## src/rtl/reg_access_ctrl.sv

```systemverilog
`default_nettype none
// ----------------------------------------------------------------------------
// reg_access_ctrl : sequences operand reads, ALU handshake and write-back
//                   over the register file's single shared port.
// Revision 1.0
// ----------------------------------------------------------------------------
module reg_access_ctrl #(
   parameter int DATA_W  = 6,
   parameter int ADDR_W  = 3,
   parameter int TIMEOUT = 15
) (
   input  logic              clk_i,
   input  logic              rst_ni,
   input  logic              req_valid_i,
   output logic              req_ready_o,
   input  logic [ADDR_W-1:0] rs1_i,
   input  logic [ADDR_W-1:0] rs2_i,
   input  logic [ADDR_W-1:0] rd_i,
   input  logic              use_rs2_i,
   input  logic              wb_en_i,
   output logic              op_valid_o,
   input  logic              op_ready_i,
   output logic [DATA_W-1:0] op_a_o,
   output logic [DATA_W-1:0] op_b_o,
   input  logic              res_valid_i,
   input  logic [DATA_W-1:0] res_data_i,
   output logic              res_ready_o,
   output logic [ADDR_W-1:0] reg_addr_o,
   output logic [DATA_W-1:0] reg_wdata_o,
   output logic              reg_we_o,
   input  logic [DATA_W-1:0] reg_rdata_i,
   output logic              err_o,
   output logic [7:0]        wb_count_o
);

   localparam int TW = (TIMEOUT < 2) ? 1 : $clog2(TIMEOUT + 1);
   localparam logic [TW-1:0] TMO_LAST = (TIMEOUT > 0) ? TW'(TIMEOUT - 1) : '0;

   typedef enum logic [2:0] {
      IDLE     = 3'd0,
      READ_A   = 3'd1,
      READ_B   = 3'd2,
      ISSUE    = 3'd3,
      WAIT_RES = 3'd4,
      WRITE    = 3'd5
   } state_t;

   state_t            state_q, state_d;
   logic [ADDR_W-1:0] rs1_q, rs1_d, rs2_q, rs2_d, rd_q, rd_d;
   logic              use_rs2_q, use_rs2_d, wb_en_q, wb_en_d;
   logic [DATA_W-1:0] op_a_q, op_a_d, op_b_q, op_b_d, wdata_q, wdata_d;
   logic [7:0]        wb_count_q, wb_count_d;
   logic [TW-1:0]     tmo_q, tmo_d;
   logic              err_q, err_d;

   always_ff @(posedge clk_i or negedge rst_ni) begin
      if (!rst_ni) begin
         state_q    <= IDLE;
         rs1_q      <= '0;
         rs2_q      <= '0;
         rd_q       <= '0;
         use_rs2_q  <= 1'b0;
         wb_en_q    <= 1'b0;
         op_a_q     <= '0;
         op_b_q     <= '0;
         wdata_q    <= '0;
         wb_count_q <= '0;
         tmo_q      <= '0;
         err_q      <= 1'b0;
      end else begin
         state_q    <= state_d;
         rs1_q      <= rs1_d;
         rs2_q      <= rs2_d;
         rd_q       <= rd_d;
         use_rs2_q  <= use_rs2_d;
         wb_en_q    <= wb_en_d;
         op_a_q     <= op_a_d;
         op_b_q     <= op_b_d;
         wdata_q    <= wdata_d;
         wb_count_q <= wb_count_d;
         tmo_q      <= tmo_d;
         err_q      <= err_d;
      end
   end

   always_comb begin
      state_d     = state_q;
      rs1_d       = rs1_q;
      rs2_d       = rs2_q;
      rd_d        = rd_q;
      use_rs2_d   = use_rs2_q;
      wb_en_d     = wb_en_q;
      op_a_d      = op_a_q;
      op_b_d      = op_b_q;
      wdata_d     = wdata_q;
      wb_count_d  = wb_count_q;
      tmo_d       = tmo_q;
      err_d       = 1'b0;
      req_ready_o = 1'b0;
      op_valid_o  = 1'b0;
      res_ready_o = 1'b0;
      reg_we_o    = 1'b0;
      reg_addr_o  = '0;

      case (state_q)
         IDLE: begin
            req_ready_o = 1'b1;
            if (req_valid_i) begin
               rs1_d     = rs1_i;
               rs2_d     = rs2_i;
               rd_d      = rd_i;
               use_rs2_d = use_rs2_i;
               wb_en_d   = wb_en_i;
               state_d   = READ_A;
            end
         end
         READ_A: begin
            reg_addr_o = rs1_q;
            op_a_d     = (rs1_q == '0) ? '0 : reg_rdata_i;
            if (use_rs2_q) begin
               state_d = READ_B;
            end else begin
               op_b_d  = '0;
               state_d = ISSUE;
            end
         end
         READ_B: begin
            reg_addr_o = rs2_q;
            op_b_d     = (rs2_q == '0) ? '0 : reg_rdata_i;
            state_d    = ISSUE;
         end
         ISSUE: begin
            op_valid_o = 1'b1;
            if (op_ready_i) begin
               if (wb_en_q) begin
                  tmo_d   = '0;
                  state_d = WAIT_RES;
               end else begin
                  state_d = IDLE;
               end
            end
         end
         WAIT_RES: begin
            res_ready_o = 1'b1;
            // A result on the final counted cycle still wins over the abort.
            if (res_valid_i) begin
               wdata_d = res_data_i;
               state_d = (rd_q == '0) ? IDLE : WRITE;
            end else begin
               tmo_d = tmo_q + 1'b1;
               if ((TIMEOUT != 0) && (tmo_q == TMO_LAST)) begin
                  err_d   = 1'b1;
                  state_d = IDLE;
               end
            end
         end
         WRITE: begin
            reg_addr_o = rd_q;
            reg_we_o   = 1'b1;
            wb_count_d = wb_count_q + 8'd1;
            state_d    = IDLE;
         end
         default: state_d = IDLE;
      endcase
   end

   assign op_a_o      = op_a_q;
   assign op_b_o      = op_b_q;
   assign reg_wdata_o = wdata_q;
   assign err_o       = err_q;
   assign wb_count_o  = wb_count_q;

endmodule
`default_nettype wire

```

## config.mk

```make
export PLATFORM = sky130hd
export DESIGN_NAME = reg_access_ctrl
export DESIGN_NICKNAME = d
export VERILOG_FILES = /design/src/rtl/reg_access_ctrl.sv
export SDC_FILE = /design/constraint.sdc
export NUM_CORES = 1
export LEC_CHECK = 0
export CORE_MARGIN = 10
export CORE_UTILIZATION = 49
export DETAILED_ROUTE_END_ITERATION = 6
export PLACE_DENSITY_LB_ADDON = 0.3
export SLEW_MARGIN = 20
export SYNTH_ARGS = -nofsm -noshare
export SYNTH_HDL_FRONTEND = slang
export SYNTH_SLANG_ARGS = --single-unit
```

## constraint.sdc

```tcl
create_clock -name clk_i -period 2.38 [get_ports clk_i]
set_input_delay 0.357 -clock clk_i [delete_from_list [all_inputs] [get_ports clk_i]]
set_output_delay 0.357 -clock clk_i [all_outputs]
set_load 0.02 [all_outputs]
```

==> results of run 1 <==
kinds of logic (layout without fill, tap and decap cells):
family,Yosys count,in the layout
AO/OA/AOI/OAI,27,27
XOR/XNOR,7,7
multiplexers,20,20
buffers and inverters,10,78
AND/OR/NAND/NOR,49,49
adder cells (fa/ha/maj),3,3
flip-flops,45,45
worst min path at each step:
| stage | to | cells after the start | startpoint |
|---|---|---|---|
| floorplan | err_o | 0 | rst_ni |
| global placement | wb_count_o[7] | 1 | wb_count_o[7] |
| detailed placement | wb_count_o[7] | 1 | wb_count_o[7] |
| CTS | wb_count_o[2] | 1 | rst_ni |
| global route | wb_count_o[2] | 1 | rst_ni |
| finish | tmo_q[0] | 1 | rst_ni |
timing repair:
action	4_1_cts	5_1_grt
buffers inserted	0	0
endpoints found under the setup margin	1	3
hold buffers	0	0
gates resized for setup	1	3
pin swaps	0	0
area by class of cell:
class | instances | area (sq um)
Sequential cell | 45 | 1127
Fill cell | 252 | 1051
Multi-Input combinational cell | 106 | 782.0
Timing Repair Buffer | 65 | 641.9
Clock buffer | 5 | 68.82
Tap cell | 48 | 60.06
Clock inverter | 3 | 21.27
Inverter | 5 | 18.77
report_power, final:
group | switching, uW | internal, uW
logic | 793 | 816
clock network | 262 | 208
registers | 220 | 1060
total | 1280 | 2080
critical path, stage by stage (launching register included):
cell and delay (ps):
dfrtp_1 420, buf_4 180, nor3_1 320, clkdlybuf4s50_1 690
per-layer routing:
metal / share of wire (%) / vias to the layer above
met4: 1.5 / 0
met5: 0 / -
li1: - / 709
met1: 40 / 736
met3: 8.5 / 5
met2: 50 / 62
per-stage QoR:
step / util [%] / hold slack (ps)
2_1_floorplan: - / 61.41
3_3_place_gp: 69.54 / 461.4
3_5_place_dp: 69.54 / 461.8
4_1_cts: 71.90 / 239.2
5_1_grt: 72.13 / 87.56
6_report: 72.13 / 36.86
cell usage after synthesis (all sizes together) (2+ instances only):
cell type / instances
o21ai: 9
a22o: 12
nand3b: 3
mux2i: 3
nor2: 7
nand3: 9
nor3: 5
dfrtp: 45
or4: 2
nand2: 12
xor2: 3
ha: 3
inv: 5
nand2b: 3
mux2: 17
xnor2: 4
buf: 4
a31oi: 2
flip-flops by register name, indices dropped and copies added, names as in the netlist:
register     count
op_a_o           6
state_q          3
err_o            1
use_rs2_q        1
rd_q             3
tmo_q            4
rs2_q            3
rs1_q            3
wb_count_o       8
wb_en_q          1
op_b_o           6
reg_wdata_o      6
==> metrics.md, run 1 <==
| Metric | Value |
|---|---|
| Outcome | `completed` |
| Port bufs | `61` |
| Post-synthesis adder-cell area fraction | `1.913%` |
| Busiest grt layer | `met2` |
| CP Capture Type | `output pin` |
| Largest net degree at the start of global routing | `46` |
| Syn_nets | `192` |
| Worst setup endpoint | `req_ready_o` |
| Post-Place Cells | `269` |
| Starting Density | `52.02%` |
| CP Max Fanout | `10` |
| ANT nets after route | `0` |
| CTS tree | `done` |
| Seq cells post-synth | `45` |
| All-Layer GR Usage | `14.03%` |
| Post-DP HPWL | `3713 um` |
| Post-synth top area share | `57.40%` |
| Synth Instances | `161` |
| Syn avg cell area | `12.19 sq um` |
| Slew Viols, Final | `0` |
| GPL Wtd Cong | `0.8444` |
| Die ar. | `0.006935 sq mm` |
| Met1 capacity usage during global routing | `15.79%` |
| First-pass GRT wire length | `8155 um` |
| Pre-CTS setup slack | `373.4 ps` |
| Compound-Gate Fraction of Synth Area | `9.758%` |
| Layout Cells excl Fill | `277` |
| Final setup violating endpoints | `0` |
| Commonest non-fill, non-tap cells in the layout | `57 x clkdlybuf4s50_1, 44 x dfrtp_1, 17 x mux2_2` |
| Critical path launch point | `state_q[0]` |
| Max-Cap Viols | `0` |
| Achievable frequency | `442.4 MHz` |
| Final Skew | `5.096 ps` |
| DRT Pass-1 Iters | `4` |
| Pleak | `0.001217 uW` |
| Vias in the first global route | `1626` |
| Area fraction in and, or, nand and nor cells after synthesis | `13.78%` |
| Clock buffer depth | `2` |
| Hold crit path type | `in2async` |
| Total Nets Final | `259` |
| Post-synthesis mux area share | `11.29%` |
| Tmin final | `2260 ps` |
| Drt first-iter violations | `101` |
| Residual DRC | `0` |
| Via density | `5.458` |
| Area growth, synth to finish | `38.65%` |
| Drt total wl | `4790 um` |
| R2R depth | `4` |
| Largest family of logic cells by synthesized area | `simple AND/OR/NAND/NOR gates` |
| Max VDD drop | `0.7996 mV` |
| Pwr/cell area | `1235 mW/mm^2` |
| Clock Latency Late Sink | `300 ps` |
| Max-slew headroom | `62.60%` |
| Fraction of registers with async set/reset | `100.0%` |
| Reg-to-reg critical path endpoint | `rs1_q[2]` |
| GR Util met3 | `5.762%` |
| Routed WL per cell | `17.29 um` |
| Most common cell after layout, fill and taps aside | `clkdlybuf4s50_1` |
| Initial antenna violation count | `0` |
| Grt ovf | `0` |
| Power consumption | `3360 uW` |
| DR vias | `1512` |
| Synth area leaders | `dfrtp_1 57%, mux2_2 9.8%, a22o_1 5.4%, nand3_1 2.3%, o21ai_0 2.3%` |
| Row count | `22` |
| Reg-to-reg slack, setup | `450 ps` |
| Ports | `62` |
| H-tree depth | `2` |
| Reg clk slew, reported paths | `80 ps` |
| Proportion of layout cells with a drive suffix above 1 | `15.28%` |
| Critical path required time | `2020 ps` |
| Setup CP Type | `reg2out` |
| Setup ws final | `119.5 ps` |
| Setup TNS | `0 ps` |
| Die Span X | `83.28 um` |
| Clock sinks | `45` |
| Inserted Clock Buffers | `5` |
| Core area | `0.003771 sq mm` |
| Mapped cell area | `0.001962 sq mm` |
| Final worst path period share | `94.98%` |
| Worst EP arrival | `1900 ps` |
| Final Hold Viols | `0` |
| Yosys Warn Count | `0` |
| Die H | `83.28 um` |
| GR Layer Usage met2 | `23.60%` |
| Seq/Total Area, Yosys | `57.40%` |
| Worst r2r src | `state_q[0]` |
| Worst slew pin tran | `561.0 ps` |
| Main synth FF type | `dfrtp_1` |
| Area share of xor/xnor cells in the synthesized design | `3.125%` |
| Number of flops mapped to enable cells by yosys | `0` |
| DP Area | `0.002623 sq mm` |
| Yosys top cell by area | `dfrtp_1` |
| Root Buffer | `clkbuf_8` |
| Design area | `0.002720 sq mm` |
| Post-synth cell types | `33` |
| # diodes | `0` |
| Crit path launch type | `flop` |
(Power assumes the default switching activity.)
==> run 2, diff against run 1 <==
--- a/config.mk
+++ b/config.mk
@@ -6,7 +6,8 @@
 export NUM_CORES = 1
 export LEC_CHECK = 0
 export CORE_MARGIN = 10
-export CORE_UTILIZATION = 49
+export CORE_UTILIZATION = 51
+export CTS_BUF_LIST = sky130_fd_sc_hd__clkbuf_4
 export DETAILED_ROUTE_END_ITERATION = 6
 export PLACE_DENSITY_LB_ADDON = 0.3
 export SLEW_MARGIN = 20
==> run 2 against run 1 <==
  * Total power down 4.6%
  * Design area down 1.7%
  * Clock skew up 3.7 ps
  * Register-to-register slack better by 20 ps
  * Global-route usage up 0.26 points
  * Combinational power down 3%
  * Largest cell class unchanged
  * Largest power group unchanged
==> metrics.md, run 2 (synthesized netlist as in run 1, its figures left out) <==
| Metric | Value |
|---|---|
| Grt ovf | `0 (unchanged)` |
| CTS tree | `done` |
| CP max stage cell | `clkdlybuf4s50_1` |
| Drt first-iter violations | `59 (-42%)` |
| Clock sinks | `45 (unchanged)` |
| CP peak stage delay | `640 ps (-50 ps)` |
| CP Max Fanout | `10 (unchanged)` |
| Ports | `62 (unchanged)` |
| H-tree depth | `2 (unchanged)` |
| Most common cell after layout, fill and taps aside | `clkdlybuf4s50_1` |
| Initial antenna violation count | `0 (unchanged)` |
| Drt total wl | `4599 um (-4.0%)` |
| RSZ-0062 raised after global routing | `false` |
| Pwr/cell area | `1199 mW/mm^2 (-3.0%)` |
| Setup CP Type | `reg2out` |
| First-pass GRT wire length | `7576 um (-7.1%)` |
| Final Hold Viols | `0 (unchanged)` |
| Top cell family by delay on the critical path | `buffers and inverters` |
| Reg clk slew, reported paths | `120 ps (+40 ps)` |
| Vias in the first global route | `1573 (-3.3%)` |
| Row count | `22 (unchanged)` |
| WP buf/inv | `2 (unchanged)` |
| Post-CTS resize count | `4 (+3)` |
| Tmin final | `2271 ps (+10.20 ps)` |
| Outcome | `completed` |
| Max-slew headroom | `35.69% (-27 points)` |
| Largest net degree at the start of global routing | `46 (unchanged)` |
| Die H | `82.02 um (-1.5%)` |
| Proportion of layout cells with a drive suffix above 1 | `14.91% (-0.37 points)` |
| Post-DP HPWL | `3666 um (-1.3%)` |
| Inserted Clock Buffers | `5 (unchanged)` |
| Post-CTS setup repair buffer count | `0 (unchanged)` |
| Final worst path period share | `95.41% (+0.43 points)` |
| Total Nets Final | `258 (-0.39%)` |
| Worst EP arrival | `1910 ps (about the same)` |
| ANT nets after route | `0 (unchanged)` |
| GPL Wtd Cong | `0.7865 (-6.9%)` |
| Worst slew pin tran | `964.6 ps (+403.6 ps)` |
| Die ar. | `0.006727 sq mm (-3.0%)` |
| Final Skew | `8.833 ps (+3.737 ps)` |
| Critical path required time | `2020 ps (about the same)` |
| Max-Cap Viols | `0 (unchanged)` |
| Largest register FFs | `8 (unchanged)` |
| Achievable frequency | `440.4 MHz (-0.45%)` |
| Final Util | `72.52% (+0.39 points)` |
| Clock buffer depth | `2 (unchanged)` |
| Area growth, synth to finish | `36.35%` |
| Setup TNS | `0 ps (unchanged)` |
| Hold_buf cts | `0 (unchanged)` |
| Via density | `5.525 (+1.2%)` |
| Final setup violating endpoints | `0 (unchanged)` |
| DR vias | `1525 (+0.86%)` |
| Clock Latency Late Sink | `350 ps (+50 ps)` |
| Root Buffer | `clkbuf_4` |
| Die Span X | `82.02 um (-1.5%)` |
| Core area | `0.003689 sq mm (-2.2%)` |
| CP Capture Type | `output pin` |
| Pleak | `0.001233 uW (+1.3%)` |
| Max VDD drop | `0.8062 mV (+0.82%)` |
| Commonest non-fill, non-tap cells in the layout | `54 x clkdlybuf4s50_1, 44 x dfrtp_1, 17 x mux2_2` |
| Hold crit path type | `in2async` |
| Slew Viols, Final | `0 (unchanged)` |
| # diodes | `0 (unchanged)` |
| Port bufs | `61 (unchanged)` |
| Cells along the critical path | `buf_4 -> and3b_1 -> clkdlybuf4s50_1` |
| Routed WL per cell | `16.66 um (-3.6%)` |
| Crit path launch type | `flop` |
| DRT Pass-1 Iters | `4 (unchanged)` |
| All-Layer GR Usage | `14.29% (+0.26 points)` |
| Residual DRC | `0 (unchanged)` |
| Starting Density | `53.19% (+1.2 points)` |
-- run 2: cell count changes in the layout (fill, tap and decap cells not counted) --
| cell | change |
|---|---|
| clkdlybuf4s50_1 | -3 |
| clkinv_2 | +1 |
| buf_4 | -2 |
| clkinvlp_4 | -1 |
| inv_6 | -1 |
| dlygate4sd2_1 | +2 |
| dlymetal6s2s_1 | +1 |
| clkbuf_8 | -5 |
| buf_2 | +1 |
| clkbuf_4 | +6 |
-- run 2: worst paths after layout --
path,startpoint,endpoint,slack [ps],cells past startpoint
max,state_q[2],op_valid_o,110,3
min,rst_ni,tmo_q[2],150,1
max reg2reg,state_q[0],use_rs2_q,470,4
min reg2reg,wb_count_o[7],wb_count_o[7],480,1
max in group asynchronous,rst_ni,state_q[1],1580,1
min in group clk_i,wb_count_o[7],wb_count_o[7],480,1
-- run 2: layout make-up --
class | count | area (sq um)
sequential | 45 | 1127
clock buffer | 6 | 45.04
inverter | 5 | 18.77
timing repair buffer | 64 | 631.9
multi-input combinational | 106 | 782.0
tap | 48 | 60.06
fill | 285 | 1013
clock inverter | 2 | 10.01
-- run 2: where the power goes --
group | total, uW | switching [uW] | internal [uW]
combinational | 1560 | 767 | 792
sequential | 1290 | 235 | 1060
clock | 353 | 229 | 124
-- run 2: through the flow --
step           instance area [sq um]  instances  hold slack [ps]  total power, uW  setup slack (ps)
2_1_floorplan                   1962        161            61.41             2206             413.7
4_1_cts                         2668        276            181.8             3241             19.43
3_5_place_dp                    2615        268            470.7             2911             312.4
5_1_grt                         2675        276            206.2             3413             16.20
3_3_place_gp                    2615        268            459.7             2841             395.0
6_report                        2675        276            146.7             3206             109.3
-- run 2: worst register-to-register path, cell delays in order, from the launching register on --
cell     delay [ps]
dfrtp_1         460
buf_4           190
nor3_1          280
and2_1          480
mux2_2          390
-- run 2: layer usage --
layer  part of all wire (%)  track usage, %  wire length, um  vias to the layer above
li1                       -               -                -                      714
met5                      0               0                0                        -
met2                     55           26.10             2531                       40
met3                    5.6           3.930              258                        7
met4                   0.83           4.932               38                        0
met1                     39           15.46             1771                      764
==> run 3, diff against run 2 <==
--- a/config.mk
+++ b/config.mk
@@ -5,7 +5,7 @@
 export SDC_FILE = /design/constraint.sdc
 export NUM_CORES = 1
 export LEC_CHECK = 0
-export CORE_MARGIN = 10
+export CORE_MARGIN = 2
 export CORE_UTILIZATION = 51
 export CTS_BUF_LIST = sky130_fd_sc_hd__clkbuf_4
 export DETAILED_ROUTE_END_ITERATION = 6
==> run 3 against run 2 <==
  * Total power increased by 2.4%
  * Design area increased by 1.7%
  * First-iteration DRC count increased by 10%
  * Critical path depth unchanged
  * Global-route usage increased by 7.3 points
  * Sequential share of layout area decreased by 0.65 points
  * Cell count increased by 1.1%
  * Largest power group unchanged
  * Worst setup slack improved by 26 ps
  * Sequential power about the same
  * Routed wire length decreased by 6.9%
  * Register-to-register slack improved by 30 ps
  * Combinational power increased by 4%
  * Largest cell class unchanged
==> metrics.md, run 3 (synthesized netlist as in run 1, its figures left out) <==
| Metric | Value |
|---|---|
| CP Capture Type | `output pin` |
| GR Layer Usage met2 | `36.62% (+11 points)` |
| Met1 capacity usage during global routing | `26.04% (+11 points)` |
| Starting Density | `53.19% (unchanged)` |
| Grt ovf | `0 (unchanged)` |
| Total Nets Final | `261 (+1.2%)` |
| Slew Viols, Final | `0 (unchanged)` |
| Final Hold Viols | `0 (unchanged)` |
| Routed WL per cell | `15.34 um (-7.9%)` |
| Commonest non-fill, non-tap cells in the layout | `55 x clkdlybuf4s50_1, 43 x dfrtp_1, 17 x mux2_2` |
| First-pass GRT wire length | `7107 um (-6.2%)` |
| DR vias | `1531 (+0.39%)` |
| DRT Pass-1 Iters | `4 (unchanged)` |
| All-Layer GR Usage | `21.54% (+7.3 points)` |
| Worst EP arrival | `1890 ps (-20 ps)` |
| WP buf/inv | `2 (unchanged)` |
| Proportion of layout cells with a drive suffix above 1 | `17.32% (+2.4 points)` |
| Die H | `66.02 um (-20%)` |
| Final Skew | `6.072 ps (-2.762 ps)` |
| Critical path launch point | `state_q[0]` |
| Cells along the critical path | `buf_4 -> nor3_2 -> clkdlybuf4s50_1` |
| Largest net degree at the start of global routing | `46 (unchanged)` |
| Core area | `0.003689 sq mm (unchanged)` |
| Die ar. | `0.004359 sq mm (-35%)` |
| Setup TNS | `0 ps (unchanged)` |
| Setup ws final | `135.2 ps (+25.85 ps)` |
| Largest register FFs | `8 (unchanged)` |
| Power consumption | `3283 uW (+2.4%)` |
| Row count | `22 (unchanged)` |
| Residual DRC | `0 (unchanged)` |
| Drt first-iter violations | `65 (+10%)` |
| H-tree depth | `2 (unchanged)` |
| Vias in the first global route | `1534 (-2.5%)` |
| Initial antenna violation count | `0 (unchanged)` |
| Die Span X | `66.02 um (-20%)` |
| CTS tree | `done` |
| GR Util met3 | `5.451% (+1.5 points)` |
| Pleak | `0.001255 uW (+1.8%)` |
| Drt total wl | `4280 um (-6.9%)` |
| Max VDD drop | `0.6828 mV (-15%)` |
| Clock buffer depth | `2 (unchanged)` |
| Busiest grt layer | `met2` |
| FILL cells | `264 (-7.4%)` |
| Root Buffer | `clkbuf_4` |
| Hold_buf cts | `0 (unchanged)` |
| Most common cell after layout, fill and taps aside | `clkdlybuf4s50_1` |
| Inserted Clock Buffers | `5 (unchanged)` |
| Ports | `62 (unchanged)` |
| Critical path required time | `2020 ps (about the same)` |
| GPL Wtd Cong | `0.8611 (+9.5%)` |
| Top cell family by delay on the critical path | `buffers and inverters` |
| Final setup violating endpoints | `0 (unchanged)` |
| RSZ-0062 raised after global routing | `false` |
| CP max stage cell | `clkdlybuf4s50_1` |
| Reg clk slew, reported paths | `120 ps (about the same)` |
| Crit path launch type | `flop` |
| CP Max Fanout | `12 (+2)` |
| Worst r2r src | `state_q[0]` |
| Setup CP Type | `reg2out` |
| Post-DP HPWL | `3173 um (-13%)` |
| Worst slew pin tran | `968.0 ps (+3.372 ps)` |
| Max-slew headroom | `35.47% (-0.22 points)` |
| Pwr/cell area | `1207 mW/mm^2 (+0.69%)` |
| Outcome | `completed` |
| Hold crit path type | `in2async` |
| Via density | `5.487 (-0.69%)` |
| Achievable frequency | `445.5 MHz (+1.2%)` |
| # diodes | `0 (unchanged)` |
| Final Util | `73.74% (+1.2 points)` |
| Clock Latency Late Sink | `350 ps (about the same)` |
| Pre-CTS setup slack | `216.3 ps (-96.12 ps)` |
| Port bufs | `61 (unchanged)` |
| Tmin final | `2245 ps (-25.85 ps)` |
| Final worst path period share | `94.32% (-1.1 points)` |
| ANT nets after route | `0 (unchanged)` |
| Reg-to-reg slack, setup | `500 ps (+30 ps)` |
| Area growth, synth to finish | `38.65%` |
| Max-Cap Viols | `0 (unchanged)` |
| Clock sinks | `45 (unchanged)` |
| CP peak stage delay | `650 ps (about the same)` |
run 3: per-stage QoR:
| stage | instances | cell area (sq um) | hold WS (ps) |
|---|---|---|---|
| after CTS | 276 | 2676 | 169.7 |
| after global placement | 268 | 2615 | 460.1 |
| after global routing | 279 | 2720 | 212.6 |
| final | 279 | 2720 | 146.8 |
| after detailed placement | 268 | 2615 | 485.6 |
| after floorplan | 161 | 1962 | 61.41 |
run 3: final timing paths:
path                                  to  cells past startpoint
min reg2reg                wb_count_o[7]                      1
max in group asynchronous     state_q[1]                      1
max reg2reg                     rs1_q[0]                      4
max                          req_ready_o                      3
min                             tmo_q[2]                      1
min in group clk_i         wb_count_o[7]                      1
run 3: worst reg2reg max path: stages (launching register included):
cell     delay [ps]
dfrtp_1         430
buf_4           190
nor3_2          260
and2_1          490
mux2_2          400
run 3: power by group:
group	total [uW]	switching (uW)	internal, uW
clock	355	230	124
sequential	1300	238	1060
combinational	1630	777	853
total	3280	1250	2040
run 3: metal layers:
metal	wire (um)	vias up	part of all wire, %
met3	163	8	3.8
met2	2269	40	53
met4	61	0	1.4
met1	1786	765	42
met5	0	-	0
li1	-	718	-
run 3: cell type report:
class | count | area [sq um] | area share (%)
Tap cell | 48 | 60.06 | 2.208
Sequential cell | 45 | 1129 | 41.49
Timing Repair Buffer | 67 | 659.4 | 24.24
Inverter | 5 | 18.77 | 0.6900
Multi-Input combinational cell | 106 | 798.3 | 29.35
Clock inverter | 2 | 10.01 | 0.3680
Clock buffer | 6 | 45.04 | 1.656
run 3: repair_timing:
action / 4_1_cts / 5_1_grt
pin swaps: 0 / 0
gates cloned: 0 / 0
endpoints found under the setup margin: 4 / 5
setup buffers: 0 / 3
gates resized for setup: 4 / 6
